## src/rtl/vpe_pkg.sv

```systemverilog
// Shared vector-engine defaults and saturation-limit helpers.
package vpe_pkg;

  localparam int EW_DEF    = 8;
  localparam int LANES_DEF = 8;
  localparam int IDX_W_DEF = 5;
  localparam int MUX_W_DEF = 2;

  // Largest positive value of an ew-bit two's complement number.
  function automatic logic [63:0] sat_max(input int ew);
    return (64'd1 << (ew - 1)) - 64'd1;
  endfunction

  // Most negative value of an ew-bit two's complement number.
  function automatic logic [63:0] sat_min(input int ew);
    return ~sat_max(ew);
  endfunction

endpackage

```

## src/rtl/vpe_vadd_lane.sv

```systemverilog
// One EW-bit signed adder with overflow flag; clamps on overflow when
// VPE_VADD_SAT_EN is defined, otherwise wraps modulo 2^EW.
module vpe_vadd_lane
  import vpe_pkg::*;
#(
  parameter int EW = EW_DEF
) (
  input  logic [EW-1:0] a,
  input  logic [EW-1:0] b,
  output logic [EW-1:0] y,
  output logic          ovf
);

  logic [EW-1:0] sum;

  assign sum = a + b;
  assign ovf = (a[EW-1] == b[EW-1]) && (sum[EW-1] != a[EW-1]);

`ifdef VPE_VADD_SAT_EN
  always_comb begin
    y = sum;
    if (ovf) y = a[EW-1] ? EW'(sat_min(EW)) : EW'(sat_max(EW));
  end
`else
  assign y = sum;
`endif

endmodule

```

## src/rtl/vpe_vector_reduce_tree.sv

```systemverilog
// Pipelined binary-tree reduction of NUM_VEC vectors into one, lane-wise,
// with sideband, overflow and final-stage ReLU. Saturation: VPE_VADD_SAT_EN.
module vpe_vector_reduce_tree
  import vpe_pkg::*;
#(
  parameter int NUM_VEC = 4,
  parameter int LANES   = LANES_DEF,
  parameter int EW      = EW_DEF,
  parameter int IDX_W   = IDX_W_DEF,
  parameter int MUX_W   = MUX_W_DEF
) (
  input  logic                       clk,
  input  logic                       rst_n,
  input  logic [NUM_VEC*LANES*EW-1:0] i_data,
  input  logic                       i_data_v,
  output logic                       o_data_rdy,
  input  logic                       i_en_relu,
  input  logic [IDX_W-1:0]           i_rf_idx,
  input  logic [MUX_W-1:0]           i_rf_mux,
  output logic [LANES*EW-1:0]        o_data,
  output logic                       o_data_v,
  input  logic                       i_out_rdy,
  output logic                       o_ovf,
  output logic                       o_en_relu,
  output logic [IDX_W-1:0]           o_rf_idx,
  output logic [MUX_W-1:0]           o_rf_mux
);

  localparam int L  = $clog2(NUM_VEC);
  localparam int DW = NUM_VEC * LANES * EW;

  logic en;

  logic [DW-1:0]            in_d    [1:L];
  logic                     in_v    [1:L];
  logic                     in_relu [1:L];
  logic [IDX_W-1:0]         in_idx  [1:L];
  logic [MUX_W-1:0]         in_mux  [1:L];
  logic                     in_ovf  [1:L];

  logic [DW-1:0]            sum_w   [1:L];
  logic [NUM_VEC*LANES-1:0] ovf_w   [1:L];
  logic [DW-1:0]            nxt_d   [1:L];

  logic [DW-1:0]            data_q  [1:L];
  logic                     v_q     [1:L];
  logic                     relu_q  [1:L];
  logic [IDX_W-1:0]         idx_q   [1:L];
  logic [MUX_W-1:0]         mux_q   [1:L];
  logic                     ovf_q   [1:L];

  assign en         = !o_data_v || i_out_rdy;
  assign o_data_rdy = en;

  for (genvar s = 1; s <= L; s++) begin : g_stage
    localparam int NODES = NUM_VEC >> s;

    if (s == 1) begin : g_src_in
      assign in_d[s]    = i_data;
      assign in_v[s]    = i_data_v;
      assign in_relu[s] = i_en_relu;
      assign in_idx[s]  = i_rf_idx;
      assign in_mux[s]  = i_rf_mux;
      assign in_ovf[s]  = 1'b0;
    end else begin : g_src_prev
      assign in_d[s]    = data_q[s-1];
      assign in_v[s]    = v_q[s-1];
      assign in_relu[s] = relu_q[s-1];
      assign in_idx[s]  = idx_q[s-1];
      assign in_mux[s]  = mux_q[s-1];
      assign in_ovf[s]  = ovf_q[s-1];
    end

    // Node n of this level sums nodes 2n and 2n+1 of the level below.
    for (genvar n = 0; n < NODES; n++) begin : g_node
      for (genvar i = 0; i < LANES; i++) begin : g_lane
        vpe_vadd_lane #(.EW(EW)) u_add (
          .a   (in_d[s][((2*n)*LANES + i)*EW +: EW]),
          .b   (in_d[s][((2*n+1)*LANES + i)*EW +: EW]),
          .y   (sum_w[s][(n*LANES + i)*EW +: EW]),
          .ovf (ovf_w[s][n*LANES + i])
        );
      end
    end

    assign sum_w[s][DW-1:NODES*LANES*EW]           = '0;
    assign ovf_w[s][NUM_VEC*LANES-1:NODES*LANES] = '0;
  end

  // ReLU only touches the final level; overflow was already captured.
  always_comb begin
    for (int s = 1; s <= L; s++) nxt_d[s] = sum_w[s];
    if (in_relu[L]) begin
      for (int i = 0; i < LANES; i++) begin
        if (sum_w[L][i*EW + EW-1]) nxt_d[L][i*EW +: EW] = '0;
      end
    end
  end

  always_ff @(posedge clk or negedge rst_n) begin
    if (!rst_n) begin
      for (int s = 1; s <= L; s++) begin
        data_q[s] <= '0;
        v_q[s]    <= 1'b0;
        relu_q[s] <= 1'b0;
        idx_q[s]  <= '0;
        mux_q[s]  <= '0;
        ovf_q[s]  <= 1'b0;
      end
    end else if (en) begin
      for (int s = 1; s <= L; s++) begin
        data_q[s] <= nxt_d[s];
        v_q[s]    <= in_v[s];
        relu_q[s] <= in_relu[s];
        idx_q[s]  <= in_idx[s];
        mux_q[s]  <= in_mux[s];
        ovf_q[s]  <= in_ovf[s] | (|ovf_w[s]);
      end
    end
  end

  assign o_data    = data_q[L][LANES*EW-1:0];
  assign o_data_v  = v_q[L];
  assign o_ovf     = ovf_q[L];
  assign o_en_relu = relu_q[L];
  assign o_rf_idx  = idx_q[L];
  assign o_rf_mux  = mux_q[L];

endmodule

```

## config.mk

```make
export PLATFORM = sky130hd
export DESIGN_NAME = vpe_vector_reduce_tree
export DESIGN_NICKNAME = d
export VERILOG_FILES = /design/src/rtl/vpe_pkg.sv /design/src/rtl/vpe_vadd_lane.sv /design/src/rtl/vpe_vector_reduce_tree.sv
export SDC_FILE = /design/constraint.sdc
export NUM_CORES = 1
export LEC_CHECK = 0
export BUFFER_PORTS_ARGS = -buffer_cell sky130_fd_sc_hd__buf_2
export CORE_MARGIN = 5
export CORE_UTILIZATION = 60
export DETAILED_ROUTE_END_ITERATION = 6
export PLACE_DENSITY = 0.95
export SYNTH_ARGS = -nofsm -noshare
export SYNTH_HDL_FRONTEND = slang
export SYNTH_HIERARCHICAL = 1
export SYNTH_SLANG_ARGS = --single-unit
```

## constraint.sdc

```tcl
create_clock -name clk -period 4.5 [get_ports clk]
set_input_delay 0.9 -clock clk [delete_from_list [all_inputs] [get_ports clk]]
set_output_delay 0.9 -clock clk [all_outputs]
set_load 0.02 [all_outputs]
```

==> results of run 1 <==
## cells in the mapped netlist, drive strengths merged (25+ instances only)
cell type | instances | share of area, %
xnor2 | 96 | 5.5
a21oi | 129 | 4.9
o21ai | 28 | 0.91
a22o | 56 | 3.2
xor2 | 68 | 3.9
buf | 108 | 5.2
dfrtp | 212 | 35
inv | 25 | 0.61
nor2 | 35 | 0.86
nor2b | 25 | 1.0
ha | 168 | 14
nand2 | 547 | 13
## registers in the layout (all words and copies together) (netlist names)
name / flops
data_q: 128
o_data: 64
idx_q: 5
o_rf_idx: 5
in_mux: 2
o_rf_mux: 2
in_ovf: 1
in_relu: 1
in_v: 1
o_data_v: 1
o_en_relu: 1
o_ovf: 1
## worst min-delay path, stage by stage (launching register included)
cell and delay, ns:
dfrtp_1 0.33, nand2_1 0.05, nand2_1 0.05
## layer usage
metal,share of wire [%],routed length [um],up-vias
li1,-,-,6194
met2,50,19800,424
met1,39,15100,6141
met3,5.8,2270,134
met4,5.1,1980,4
met5,0.048,19,-
## cell families after synthesis
logic type               count (synthesis)  share of synthesized area [%]
buffers and inverters                  137                           5.87
adder cells (fa/ha/maj)                192                           16.9
AO/OA/AOI/OAI                          318                           14.7
AND/OR/NAND/NOR                        647                           17.0
multiplexers                            24                           1.57
XOR/XNOR                               164                           9.37
flip-flops                             212                           34.6
## path summary, 6_finish.rpt
kind	endpoint	depth (start not counted)	from	slack [ns]
worst max-delay path	in_ovf[0]	9	i_data[17]	1.88
worst min-delay path	o_data[63]	2	o_data[63]	0.46
worst max register to register	o_data[32]	7	data_q[289]	2.30
worst min register to register	o_data[63]	2	o_data[63]	0.46
max in group asynchronous	data_q[262]	2	rst_n	2.99
min in group asynchronous	data_q[256]	1	rst_n	0.48
## cells in the final DEF (no fill, tap or decap), types with 6 or more instances in the layout
cell / netlist / layout
buf_2: 26 / 341
clkbuf_16: 0 / 25
a21oi_1: 101 / 101
nand2_1: 547 / 547
a21oi_2: 28 / 28
xnor2_1: 96 / 96
fa_1: 24 / 24
xor2_1: 68 / 68
nor2b_1: 24 / 24
ha_1: 168 / 168
inv_1: 24 / 24
o21ai_0: 24 / 24
dfrtp_1: 212 / 212
mux2i_1: 24 / 24
o21a_1: 20 / 20
nor2_1: 35 / 35
o211ai_1: 24 / 24
a21o_1: 20 / 20
nor4_1: 6 / 6
a22o_1: 56 / 56
or2_2: 24 / 24
nand3b_1: 8 / 8
clkbuf_1: 4 / 9
o31a_1: 20 / 20
## final cells by class
cell class | instances | area [um^2] | area share [%]
timing repair buffer | 347 | 1780 | 10.2
antenna | 2 | 5.00 | 0.0286
sequential | 212 | 5310 | 30.3
tap | 330 | 413 | 2.36
multi-input combinational | 1345 | 9120 | 52.1
inverter | 25 | 96.3 | 0.550
clock buffer | 37 | 701 | 4.00
clock inverter | 7 | 87.6 | 0.500
## metrics by stage
step | instance area (um^2) | setup slack (ns) | cells | hold slack, ns
after floorplan | 15300 | 2.08 | 1694 | 0.430
after global placement | 16700 | 1.48 | 2259 | 0.441
after detailed placement | 16700 | 1.40 | 2259 | 0.455
after CTS | 17500 | 1.91 | 2303 | 0.467
after global routing | 17500 | 1.83 | 2305 | 0.492
final | 17500 | 1.88 | 2305 | 0.463
## power by group
| part | internal, mW | switching, mW |
|---|---|---|
| Sequential | 2.48 | 0.401 |
| Combinational | 1.65 | 2.21 |
| Clock | 1.18 | 0.770 |
==> results.sh, run 1 <==
export IMPL_core_mm2=0.0252
export IMPL_max_stage_delay_ns=0.55
export IMPL_syn_nets=2154
export IMPL_min_path_type="reg -> reg"
export IMPL_place_congestion=0.912
export IMPL_viasPerCell=5.60
export IMPL_postCtsSetupRepairBufs=0
export IMPL_die_area_mm2=0.0288
export IMPL_drc=0
export IMPL_cts_tree="built"
export IMPL_grt_util_all_layers_pct=26.3
export IMPL_maxSlewHeadroom_pct=36.6
export IMPL_synth_avg_cell_area_um2=9.05
export IMPL_hpwl_um=30400
export IMPL_crit_family="compound AO/OA/AOI/OAI gates"
export IMPL_max_freq_mhz=381
export IMPL_async_flop_share_pct=100
export IMPL_die_y_um=170
export IMPL_clock_skew_ns=0.0131
export IMPL_netlist_instances=1694
export IMPL_syn_to_final_growth_pct=14.3
export IMPL_grt_start_max_net_pins=219
export IMPL_yosys_most_used_dff="dfrtp_1"
export IMPL_crit_arrival_ns=3.06
export IMPL_io_buffers=342
export IMPL_grt_met2_usage_pct=47.7
export IMPL_top_usage_layer="met2"
export IMPL_crit_type="in -> reg"
export IMPL_post_drt_wl_per_cell_um=17.0
export IMPL_required_ns=4.94
export IMPL_drive_gt1_share_pct=22.7
export IMPL_wl_um=39200
export IMPL_drtIter0Drc=794
export IMPL_post_cts_resized=0
export IMPL_use_met1_pct=30.5
export IMPL_crit_buf_inv=1
export IMPL_power_leakage_nw=9.14
export IMPL_first_pass_iters=5
export IMPL_start_util_pct=60.9
export IMPL_power_density_mw_per_mm2=496
export IMPL_cts_sinks=212
export IMPL_fillCellCount=1805
export IMPL_ant_nets=0
export IMPL_num_rows=58
export IMPL_numCtsBuffers=24
export IMPL_synth_warnings=6
export IMPL_slowest_stage="mux2i_1"
export IMPL_fp_dieW_um=170
export IMPL_finalCritPeriodShare_pct=58.3
export IMPL_start_kind="primary input"
export IMPL_clk_pin_slew_ns=0.06
export IMPL_global_route_usage_met3_pct=4.18
export IMPL_cts_root_buffer="clkbuf_16"
export IMPL_grt_pass1_wl_um=62600
export IMPL_crit_chain="buf_2, ha_1, a21o_1, a21oi_2, o31a_1, mux2i_1, nor4_1, and4_1, a21oi_1"
export IMPL_period_minus_slack_ns=2.62
export IMPL_setup_tns_ns=0
export IMPL_vias=12900
export IMPL_drv_cap=0
export IMPL_worst_pin_slew_ns=0.950
export IMPL_holdBufCountCts=0
export IMPL_synth_seq_area_share_pct=34.6
export IMPL_hold_violations=0
export IMPL_final_util_pct=69.6
export IMPL_synth_edff_count=0
export IMPL_rsz0062_at_grt="false"
export IMPL_synth_distinct_cells=36
export IMPL_synthesis_area_mm2=0.0153
export IMPL_overflow=0
export IMPL_setup_violations=0
export IMPL_power_mw=8.70
export IMPL_cp_max_fo=3
export IMPL_slew_viol_final=0
export IMPL_vdd_drop_max_v=0.000366
export IMPL_endpoint_kind="flip-flop"
export IMPL_ios=343
export IMPL_htree_levels=1
export IMPL_status="finished clean"
export IMPL_fin_nets=2415
export IMPL_clk_path_buf_depth=3
export IMPL_ys_seq_elements=212
export IMPL_grt_pass1_vias=13300
export IMPL_antenna_found_initial=4
export IMPL_clk_latency_ns=0.51
No activity file was read; power rests on OpenSTA's default activity.
==> run 2, diff against run 1 <==
--- a/config.mk
+++ b/config.mk
@@ -7,9 +7,9 @@
 export LEC_CHECK = 0
 export BUFFER_PORTS_ARGS = -buffer_cell sky130_fd_sc_hd__buf_2
 export CORE_MARGIN = 5
-export CORE_UTILIZATION = 60
+export CORE_UTILIZATION = 50
 export DETAILED_ROUTE_END_ITERATION = 6
-export PLACE_DENSITY = 0.95
+export PLACE_DENSITY = 0.9
 export SYNTH_ARGS = -nofsm -noshare
 export SYNTH_HDL_FRONTEND = slang
 export SYNTH_HIERARCHICAL = 1
==> constraint.sdc (replaced) <==
create_clock -name clk -period 2.3 [get_ports clk]
set_input_delay 0.46 -clock clk [delete_from_list [all_inputs] [get_ports clk]]
set_output_delay 0.46 -clock clk [all_outputs]
set_load 0.02 [all_outputs]
==> results.sh, run 2 (same netlist as run 1, synthesis figures left out) <==
export IMPL_maxSlewHeadroom_pct=47.8
export IMPL_setup_violations=0
export IMPL_hold_violations=0
export IMPL_largest_register="data_q"
export IMPL_grt_pass1_wl_um=64800
export IMPL_crit_type="reg -> reg"
export IMPL_first_pass_iters=5
export IMPL_die_area_mm2=0.0342
export IMPL_clock_skew_ns=0.0117
export IMPL_r2r_end="o_data[53]"
export IMPL_fp_dieW_um=185
export IMPL_die_y_um=185
export IMPL_grt_util_all_layers_pct=22.9
export IMPL_crit_buf_inv=1
export IMPL_wl_um=40300
export IMPL_critical_path_endpoint="o_data[53]"
export IMPL_crit_arrival_ns=2.62
export IMPL_cts_root_buffer="clkbuf_16"
export IMPL_viasPerCell=5.35
export IMPL_post_drt_wl_per_cell_um=16.1
export IMPL_start_kind="flip-flop"
export IMPL_vdd_drop_max_v=0.000592
export IMPL_r2r_start="data_q[305]"
export IMPL_clk_pin_slew_ns=0.06
export IMPL_p_comb_share_pct=45.3
export IMPL_antenna_found_initial=5
export IMPL_num_rows=64
export IMPL_core_mm2=0.0304
export IMPL_place_congestion=0.878
export IMPL_crit_family="compound AO/OA/AOI/OAI gates"
export IMPL_io_buffers=342
export IMPL_switching_share_pct=38.6
export IMPL_finalCritPeriodShare_pct=96.4
export IMPL_rsz0062_at_grt="false"
export IMPL_cts_sinks=212
export IMPL_drtIter0Drc=706
export IMPL_syn_to_final_growth_pct=21.5
export IMPL_setup_tns_ns=0
export IMPL_start_util_pct=50.4
export IMPL_overflow=0
export IMPL_cp_num_cells=8
export IMPL_p_switching_mw=6.75
export IMPL_min_path_type="in -> reg"
export IMPL_ios=343
export IMPL_reg2reg_slack_ns=0.08
export IMPL_max_freq_mhz=451
export IMPL_fin_nets=2540
export IMPL_slew_viol_final=0
export IMPL_worst_pin_slew_ns=0.784
export IMPL_p_seq_share_pct=32.2
export IMPL_drive_gt1_share_pct=27.6
export IMPL_power_mw=17.5
export IMPL_hpwl_um=32100
export IMPL_r2r_cells=8
export IMPL_clkPwrFrac_pct=22.5
export IMPL_crit_chain="ha_1, a211oi_2, nor2_1, a41oi_2, xnor2_2, a21oi_2, buf_4, a22o_1"
export IMPL_max_stage_delay_ns=0.43
export IMPL_internal_power_mw=10.7
export IMPL_numCtsBuffers=24
export IMPL_cp_max_fo=7
export IMPL_mostFrequentLayoutCells="nand2_1, buf_2, dfrtp_1"
export IMPL_cp_startpoint="data_q[305]"
export IMPL_vias=13400
export IMPL_grt_pass1_vias=13800
export IMPL_power_leakage_nw=9.78
export IMPL_grt_start_max_net_pins=113
export IMPL_power_density_mw_per_mm2=939
export IMPL_period_minus_slack_ns=2.22
export IMPL_endpoint_kind="flip-flop"
export IMPL_largest_register_ffs=128
export IMPL_cts_tree="built"
export IMPL_ant_nets=0
export IMPL_drv_cap=0
export IMPL_slowest_stage="dfrtp_1"
export IMPL_status="finished clean"
export IMPL_final_common_cell="nand2_1"
export IMPL_clk_latency_ns=0.51
export IMPL_required_ns=2.70
export IMPL_clk_path_buf_depth=3
export IMPL_htree_levels=1
export IMPL_drc=0
-- run 2: repair_timing --
action,CTS,global route
hold buffers,1,0
gates resized for setup,0,3
buffers inserted,0,1
hold endpoints to repair,50,0
endpoints found under the setup margin,0,11
-- run 2: metal layers --
layer  share of wire (%)  vias to the layer above  global-route usage, %
li1                    -                     6445                      -
met1                  38                     6320                   26.2
met2                  51                      450                   41.6
met5                   0                        -                      0
met4                 5.4                        0                   11.1
met3                 5.8                      145                   3.50
-- run 2: tightest hold or removal path: stages --
cell	delay (ns)
buf_2	0.08
nand2_1	0.04
nand2_1	0.05
-- run 2: metrics by stage --
stage,cells,utilization [%],instance area [um^2],worst slack [ns],hold slack [ns]
3_5_place_dp,2448,58.3,17800,-0.186,0.426
2_1_floorplan,1694,-,15300,0.316,0.164
4_1_cts,2492,61.1,18600,0.0458,0.119
3_3_place_gp,2448,58.3,17800,-0.163,0.424
5_1_grt,2498,61.2,18600,0.00122,0.144
6_report,2498,61.2,18600,0.0837,0.144
-- run 2: cell type report --
class                      instances  area, um^2
multi-input combinational       1345        9140
antenna                            5        12.5
tap                              396         495
sequential                       212        5310
timing repair buffer             472        2750
clock inverter                     9         103
fill                            2478       11800
inverter                          25        96.3
clock buffer                      34         719
-- run 2: power by group through the flow --
stage	Sequential [mW]	Combinational (mW)	Clock [mW]
finish	5.62	7.93	3.94
global route	5.77	8.73	4.17
CTS	5.64	7.91	4.03
detailed placement	5.68	7.83	0
global placement	5.62	7.51	0
floorplan	5.43	6.30	0
-- run 2: worst min path at each step --
stage,depth (start not counted),end,startpoint,slack [ns]
after global routing,3,in_relu[0],i_en_relu,0.14
after global placement,1,data_q[337],rst_n,0.42
after CTS,3,in_relu[0],i_en_relu,0.12
after detailed placement,1,data_q[336],rst_n,0.43
after floorplan,0,data_q[256],rst_n,0.16
final,3,in_relu[0],i_en_relu,0.14
